$ cat src/rtl/delay_mem_sched.sv
// ---------------------------------------------------------------------------
// delay_mem_sched
//   Per-frame read scheduler for the single read port of the shared
//   delay-line sample RAM. Once per sample frame it latches the main, chorus
//   and reverb read requests and addresses. It issues one RAM read per cycle
//   in fixed priority (main > chor > rev), skipping absent requesters. It
//   returns the read data with a one-hot owner pulse, and pulses frame_done
//   once every read of the frame has come back.
//
//   Optional feature: define OVERRUN_CNT_EN to count frame_start strobes
//   that arrive while a frame is still in progress. The count saturates at
//   255. Without the macro, overrun_cnt is tied to zero.
//
// Parameters
//   AW      sample RAM address width
//   DW      sample data width
//   RD_LAT  RAM read latency, mem_re cycle to mem_rdata valid (>= 1)
//
// Ports
//   clk          system clock, rising edge
//   reset        asynchronous reset, active low
//   frame_start  one-cycle strobe marking a new sample frame
//   main_req/main_addr, chor_req/chor_addr, rev_req/rev_addr
//                per-path read request and address, sampled at frame_start
//   mem_re, mem_addr   RAM read enable / address (address holds when idle)
//   mem_rdata          RAM read data, valid RD_LAT cycles after mem_re
//   rd_data            registered return data, held between pulses
//   main_valid, chor_valid, rev_valid   one-cycle owner pulse for rd_data
//   busy               frame in progress (state != IDLE)
//   frame_done         one-cycle pulse, all reads of the frame returned
//   overrun_cnt        frame_start strobes ignored while busy
// ---------------------------------------------------------------------------
module delay_mem_sched #(
  parameter int AW     = 12,
  parameter int DW     = 16,
  parameter int RD_LAT = 2
) (
  input  logic          clk,
  input  logic          reset,
  input  logic          frame_start,
  input  logic          main_req,
  input  logic [AW-1:0] main_addr,
  input  logic          chor_req,
  input  logic [AW-1:0] chor_addr,
  input  logic          rev_req,
  input  logic [AW-1:0] rev_addr,
  output logic          mem_re,
  output logic [AW-1:0] mem_addr,
  input  logic [DW-1:0] mem_rdata,
  output logic [DW-1:0] rd_data,
  output logic          main_valid,
  output logic          chor_valid,
  output logic          rev_valid,
  output logic          busy,
  output logic          frame_done,
  output logic [7:0]    overrun_cnt
);

  typedef enum logic [1:0] {IDLE, ISSUE, DRAIN, DONE} state_t;

  localparam logic [1:0] TAG_NONE = 2'd0;
  localparam logic [1:0] TAG_MAIN = 2'd1;
  localparam logic [1:0] TAG_CHOR = 2'd2;
  localparam logic [1:0] TAG_REV  = 2'd3;

  state_t        state, next_state;
  logic [2:0]    pend, pend_next;        // {main, chor, rev} still to issue
  logic [AW-1:0] main_lat, chor_lat, rev_lat;
  logic [AW-1:0] addr_hold, sel_addr;
  logic [1:0]    issue_tag;
  logic [1:0]    tag_pipe [RD_LAT];      // owner of each read in flight
  logic          pipe_busy;
  logic [1:0]    ret_tag;

  // Issue selection: the highest-priority pending requester goes this cycle.
  // Its bit is cleared, so the next cycle moves to the next requester and
  // absent requesters leave no gap.
  always_comb begin
    issue_tag = TAG_NONE;
    sel_addr  = addr_hold;
    pend_next = pend;
    if (state == ISSUE) begin
      if (pend[2]) begin
        issue_tag = TAG_MAIN;
        sel_addr  = main_lat;
        pend_next = {1'b0, pend[1:0]};
      end else if (pend[1]) begin
        issue_tag = TAG_CHOR;
        sel_addr  = chor_lat;
        pend_next = {2'b00, pend[0]};
      end else if (pend[0]) begin
        issue_tag = TAG_REV;
        sel_addr  = rev_lat;
        pend_next = 3'b000;
      end
    end
  end

  assign mem_re   = (issue_tag != TAG_NONE);
  assign mem_addr = sel_addr;

  always_comb begin
    pipe_busy = 1'b0;
    for (int i = 0; i < RD_LAT; i++) begin
      pipe_busy = pipe_busy | (tag_pipe[i] != TAG_NONE);
    end
  end

  // The tag at the end of the pipe marks the cycle in which mem_rdata is valid.
  assign ret_tag = tag_pipe[RD_LAT-1];

  always_comb begin
    next_state = state;
    case (state)
      IDLE: begin
        if (frame_start) begin
          next_state = (main_req || chor_req || rev_req) ? ISSUE : DONE;
        end
      end
      ISSUE: begin
        if (pend_next == 3'b000) next_state = DRAIN;
      end
      // The pipe empties in the same cycle the last owner pulse is shown,
      // so frame_done follows that pulse directly.
      DRAIN: begin
        if (!pipe_busy) next_state = DONE;
      end
      DONE:    next_state = IDLE;
      default: next_state = IDLE;
    endcase
  end

  assign busy       = (state != IDLE);
  assign frame_done = (state == DONE);

  always_ff @(posedge clk or negedge reset) begin
    if (!reset) begin
      state     <= IDLE;
      pend      <= 3'b000;
      main_lat  <= '0;
      chor_lat  <= '0;
      rev_lat   <= '0;
      addr_hold <= '0;
    end else begin
      state     <= next_state;
      addr_hold <= sel_addr;
      if (state == IDLE && frame_start) begin
        pend     <= {main_req, chor_req, rev_req};
        main_lat <= main_addr;
        chor_lat <= chor_addr;
        rev_lat  <= rev_addr;
      end else begin
        pend <= pend_next;
      end
    end
  end

  // Return path: the tag pipe stages _p0.._p(RD_LAT-1), then the output register
  always_ff @(posedge clk or negedge reset) begin
    if (!reset) begin
      for (int i = 0; i < RD_LAT; i++) tag_pipe[i] <= TAG_NONE;
      rd_data    <= '0;
      main_valid <= 1'b0;
      chor_valid <= 1'b0;
      rev_valid  <= 1'b0;
    end else begin
      tag_pipe[0] <= issue_tag;
      for (int i = 1; i < RD_LAT; i++) tag_pipe[i] <= tag_pipe[i-1];
      if (ret_tag != TAG_NONE) rd_data <= mem_rdata;
      main_valid <= (ret_tag == TAG_MAIN);
      chor_valid <= (ret_tag == TAG_CHOR);
      rev_valid  <= (ret_tag == TAG_REV);
    end
  end

`ifdef OVERRUN_CNT_EN
  logic [7:0] overrun_q;

  always_ff @(posedge clk or negedge reset) begin
    if (!reset) begin
      overrun_q <= 8'd0;
    end else if (frame_start && (state != IDLE) && (overrun_q != 8'hFF)) begin
      overrun_q <= overrun_q + 8'd1;
    end
  end

  assign overrun_cnt = overrun_q;
`else
  assign overrun_cnt = 8'd0;
`endif

endmodule

$ cat config.mk
export PLATFORM = sky130hd
export DESIGN_NAME = delay_mem_sched
export DESIGN_NICKNAME = d
export VERILOG_FILES = /design/src/rtl/delay_mem_sched.sv
export SDC_FILE = /design/constraint.sdc
export NUM_CORES = 1
export LEC_CHECK = 0
export CAP_MARGIN = 25
export CORE_MARGIN = 10
export CORE_UTILIZATION = 25
export DETAILED_ROUTE_END_ITERATION = 8
export GPL_TIMING_DRIVEN = 0
export HOLD_SLACK_MARGIN = 0.12
export SLEW_MARGIN = 20
export SYNTH_ARGS = -nofsm -noshare
export SYNTH_HDL_FRONTEND = slang
export SYNTH_SLANG_ARGS = --single-unit
export TNS_END_PERCENT = 1
$ cat constraint.sdc
create_clock -name clk -period 1.95 [get_ports clk]
set_clock_uncertainty 0.2 [all_clocks]
set_input_delay 0.39 -clock clk [delete_from_list [all_inputs] [get_ports clk]]
set_output_delay 0.39 -clock clk [all_outputs]
set_load 0.02 [all_outputs]
==> impl_table.tex <==
\begin{tabular}{lr}
\hline
Metric & Value \\
\hline
\multicolumn{2}{l}{\textbf{Detailed routing}} \\
Pre-antenna DRT Iters & 4 \\
Number of routed nets with antenna violations & 0 \\
DRC Markers & 0 \\
Vias per Instance & 4.24 \\
Mean routed wirelength per cell & 16.2 um \\
Sum of routed wire length over all layers & 8750 um \\
Violation count after the first detailed-route iteration & 73 \\
Vias after detailed routing & 2,286 \\
\multicolumn{2}{l}{\textbf{Yosys}} \\
Yosys cell types & 29 \\
Cell count after synthesis & 238 \\
Share of the yosys chip area belonging to registers & 0.601 \\
Most instantiated flip-flop cell in the synthesis netlist & sky130\_fd\_sc\_hd\_\_dfrtp\_1 \\
Average size of a mapped cell & 13.3 um2 \\
Synthesis-stage register bit count & 76 \\
Share of the synthesized area in the top cell type & 0.601 \\
Number of enable flip-flop cells after synthesis & 0 \\
Cell types occupying the most area after synthesis & sky130\_fd\_sc\_hd\_\_dfrtp\_1 60\%, sky130\_fd\_sc\_hd\_\_mux2\_2 18\%, sky130\_fd\_sc\_hd\_\_o21ai\_0 3.6\% \\
Yosys warns & 0 \\
Netlist area before placement & between 3000 and 4000 um2 \\
Share of flip-flops with an asynchronous set or reset & 1.00 \\
Area leader, netlist & sky130\_fd\_sc\_hd\_\_dfrtp\_1 \\
\multicolumn{2}{l}{\textbf{STA}} \\
Worst setup slack after layout & -0.302 ns \\
Tightest Pin Transition & around 0.5 ns \\
Sum of negative setup slack & -3.47 ns \\
Slew margin rel. & 0.666 \\
Maximum operating frequency & 0.444 GHz \\
Count of final setup violators & 13 \\
Max Transition Viols Final & 0 \\
Final min period & 2.25 ns \\
Period utilisation layout & 1.16 \\
RSZ-0062 raised after global routing & yes \\
Final hold viol count & 0 \\
\multicolumn{2}{l}{\textbf{Finish}} \\
Most common cell after layout, fill and taps aside & sky130\_fd\_sc\_hd\_\_clkdlybuf4s50\_1 \\
Share of cells above drive strength 1 & 0.428 \\
Count of fill cells added during filler insertion & 1,280 \\
Most used cells in the layout excluding fill and tap cells & 75 x sky130\_fd\_sc\_hd\_\_clkdlybuf4s50\_1, 73 x sky130\_fd\_sc\_hd\_\_dfrtp\_1, 52 x sky130\_fd\_sc\_hd\_\_mux2\_2, 27 x sky130\_fd\_sc\_hd\_\_buf\_4 \\
Post-route cell area & 5000 um2 \\
Antenna cells & 0 \\
Final \#Nets & about 430 \\
Multi-input combinational cell area & 1340 um2 \\
Post-route non-filler standard cell count & between 500 and 600 \\
Synth-to-Final Area Change & 58.1\% \\
Sequential cell area & between 1500 and 2000 um2 \\
Final Core Density & 0.400 \\
\multicolumn{2}{l}{\textbf{Setup path}} \\
CP required & 1.36 ns \\
FF-to-FF setup slack & 0.06 ns \\
Kind of critical path & reg -> out \\
Worst EP arrival & 1.66 ns \\
Element type at the critical path end & primary output \\
Worst Path Max Fanout & 10 \\
Nature of the critical path startpoint & flop \\
\multicolumn{2}{l}{\textbf{Global route}} \\
Number of global-route vias before repair & 2,530 \\
Global-route wire length before repair & 14,100 um \\
Maximum number of pins on one net before global-route repair & 41 \\
Antenna violations before repair & 0 \\
Overall overflow remaining after global route & 0 \\
Total global routing track utilization & 0.102 \\
\multicolumn{2}{l}{\textbf{Job}} \\
Count of maximum capacitance violations & 0 \\
\multicolumn{2}{l}{\textbf{Outcome}} \\
Outcome & finished, violations left \\
Violated checks & negative setup slack \\
\multicolumn{2}{l}{\textbf{Floorplan}} \\
Placement row count & 41 \\
Effective utilization at floorplan & 0.253 \\
Core Box Area & between 10,000 and 15,000 um2 \\
Height of the die & 133 um \\
Number of ports placed on the die boundary & 100 \\
Total Die Area & 17,600 um2 \\
Die width & 133 um \\
\multicolumn{2}{l}{\textbf{Power and ir drop}} \\
Static leakage & $\sim$2.1 nW \\
Cell area power density & 1830 nW/um2 \\
Peak supply drop & 686 uV \\
\multicolumn{2}{l}{\textbf{Worst hold path}} \\
Tightest Hold Check Type & reg -> reg \\
\multicolumn{2}{l}{\textbf{Clocking}} \\
Maximum clock path buffer count & 2 \\
Clock root buffer master & sky130\_fd\_sc\_hd\_\_clkbuf\_16 \\
Clock sink count & 76 \\
Clock-pin transition on the worst setup and hold timing paths & 0.06 ns \\
Clock buffer count from CTS & 9 \\
Maximum level of the CTS H-tree & 3 \\
Clock insertion delay at the later pin of the skew report & roughly 0.33 ns \\
Clock tree from TritonCTS & yes \\
\multicolumn{2}{l}{\textbf{Place}} \\
Placed cells & approximately 510 \\
Worst slack, placed & -1.05 ns \\
Number of port buffers & 91 \\
Placement-stage cell area & 4370 um2 \\
Gpl congestion & about 0.69 \\
Detailed Place HPWL & 6320 um \\
\hline
\end{tabular}
==> Yosys cell counts, types with 2 or more instances <==
library cell and instances:
sky130_fd_sc_hd__mux2i_1 2, sky130_fd_sc_hd__buf_4 8, sky130_fd_sc_hd__nand3_1 4, sky130_fd_sc_hd__o21ai_0 23, sky130_fd_sc_hd__dfrtp_1 76, sky130_fd_sc_hd__a221oi_1 12
sky130_fd_sc_hd__nand2_1 16, sky130_fd_sc_hd__ha_1 5, sky130_fd_sc_hd__clkbuf_1 5, sky130_fd_sc_hd__buf_2 7, sky130_fd_sc_hd__nor2_1 4, sky130_fd_sc_hd__nor2b_1 4
sky130_fd_sc_hd__mux2_2 52, sky130_fd_sc_hd__inv_1 5
==> path summary, 6_finish.rpt <==
path                              from           to  cells past startpoint
hold reg to reg            tag_pipe[3]   ret_tag[1]                      0
setup / recovery               pend[1]  mem_addr[5]                      6
max in group asynchronous        reset  chor_lat[9]                      3
setup reg to reg               pend[1]     state[1]                      6
min in group asynchronous        reset      pend[0]                      2
hold / removal             tag_pipe[3]   ret_tag[1]                      0
==> per-stage QoR <==
stage,total power [W],hold WS (ns)
after floorplan,0.00521,-0.106
after global placement,0.00672,0.161
after detailed placement,0.00683,0.166
after CTS,0.00921,0.187
after global routing,0.00976,0.196
final,0.00914,0.184
==> cell type report <==
| type | count | share of cell area |
|---|---|---|
| buffer | 20 | 0.0383 |
| clock buffer | 9 | 0.0450 |
| clock inverter | 7 | 0.0135 |
| inverter | 5 | 0.00375 |
| multi-input combinational | 143 | 0.267 |
| sequential | 76 | 0.381 |
| tap | 172 | 0.0430 |
| timing repair buffer | 107 | 0.208 |
==> logic make-up (layout without fill, tap and decap cells) <==
logic type      Yosys count  in the layout  share of synthesized area
other cells               1              8                    0.00118
flops                    76             76                      0.601
fa+ha+maj                 6              6                     0.0233
simple gates             33             33                     0.0494
buf+inv                  26            148                     0.0431
mux                      54             54                      0.191
compound gates           42             42                     0.0909
==> critical path, cell delays in order (launching register included) <==
cell and delay, ns:
sky130_fd_sc_hd__dfrtp_1 0.37, sky130_fd_sc_hd__buf_6 0.14, sky130_fd_sc_hd__nor2b_4 0.18, sky130_fd_sc_hd__clkbuf_16 0.21
sky130_fd_sc_hd__a221oi_2 0.07, sky130_fd_sc_hd__o21ai_2 0.20, sky130_fd_sc_hd__buf_6 0.14
==> where the power goes <==
group          internal [W]  switching, W
clock              0.000982      0.000635
sequential          0.00238      0.000462
combinational       0.00244       0.00224
==> registers in the layout, summed over array words and instances, names as in the netlist, 2 cells and up <==
name	count
ret_tag	2
addr_hold	12
rev_lat	12
pend	3
state	2
main_lat	12
rd_data	16
chor_lat	12
tag_pipe	2
==> layer usage <==
metal / track usage / routed length, um / vias to the layer above
met2: 0.165 / 4300 / 78
li1: - / - / 1079
met3: 0.0424 / 605 / 10
met1: 0.121 / 3750 / 1119
met5: 0 / 0 / -
met4: 0.0312 / 98 / 0
==> what timing repair did <==
action,4_1_cts,5_1_grt
endpoints found under the setup margin,44,23
hold buffers,1,0
pin swaps,6,5
setup buffers,13,0
hold endpoints to repair,36,0
resized for setup,133,8
cloned,1,0
Power figures use the tool's default switching activity.
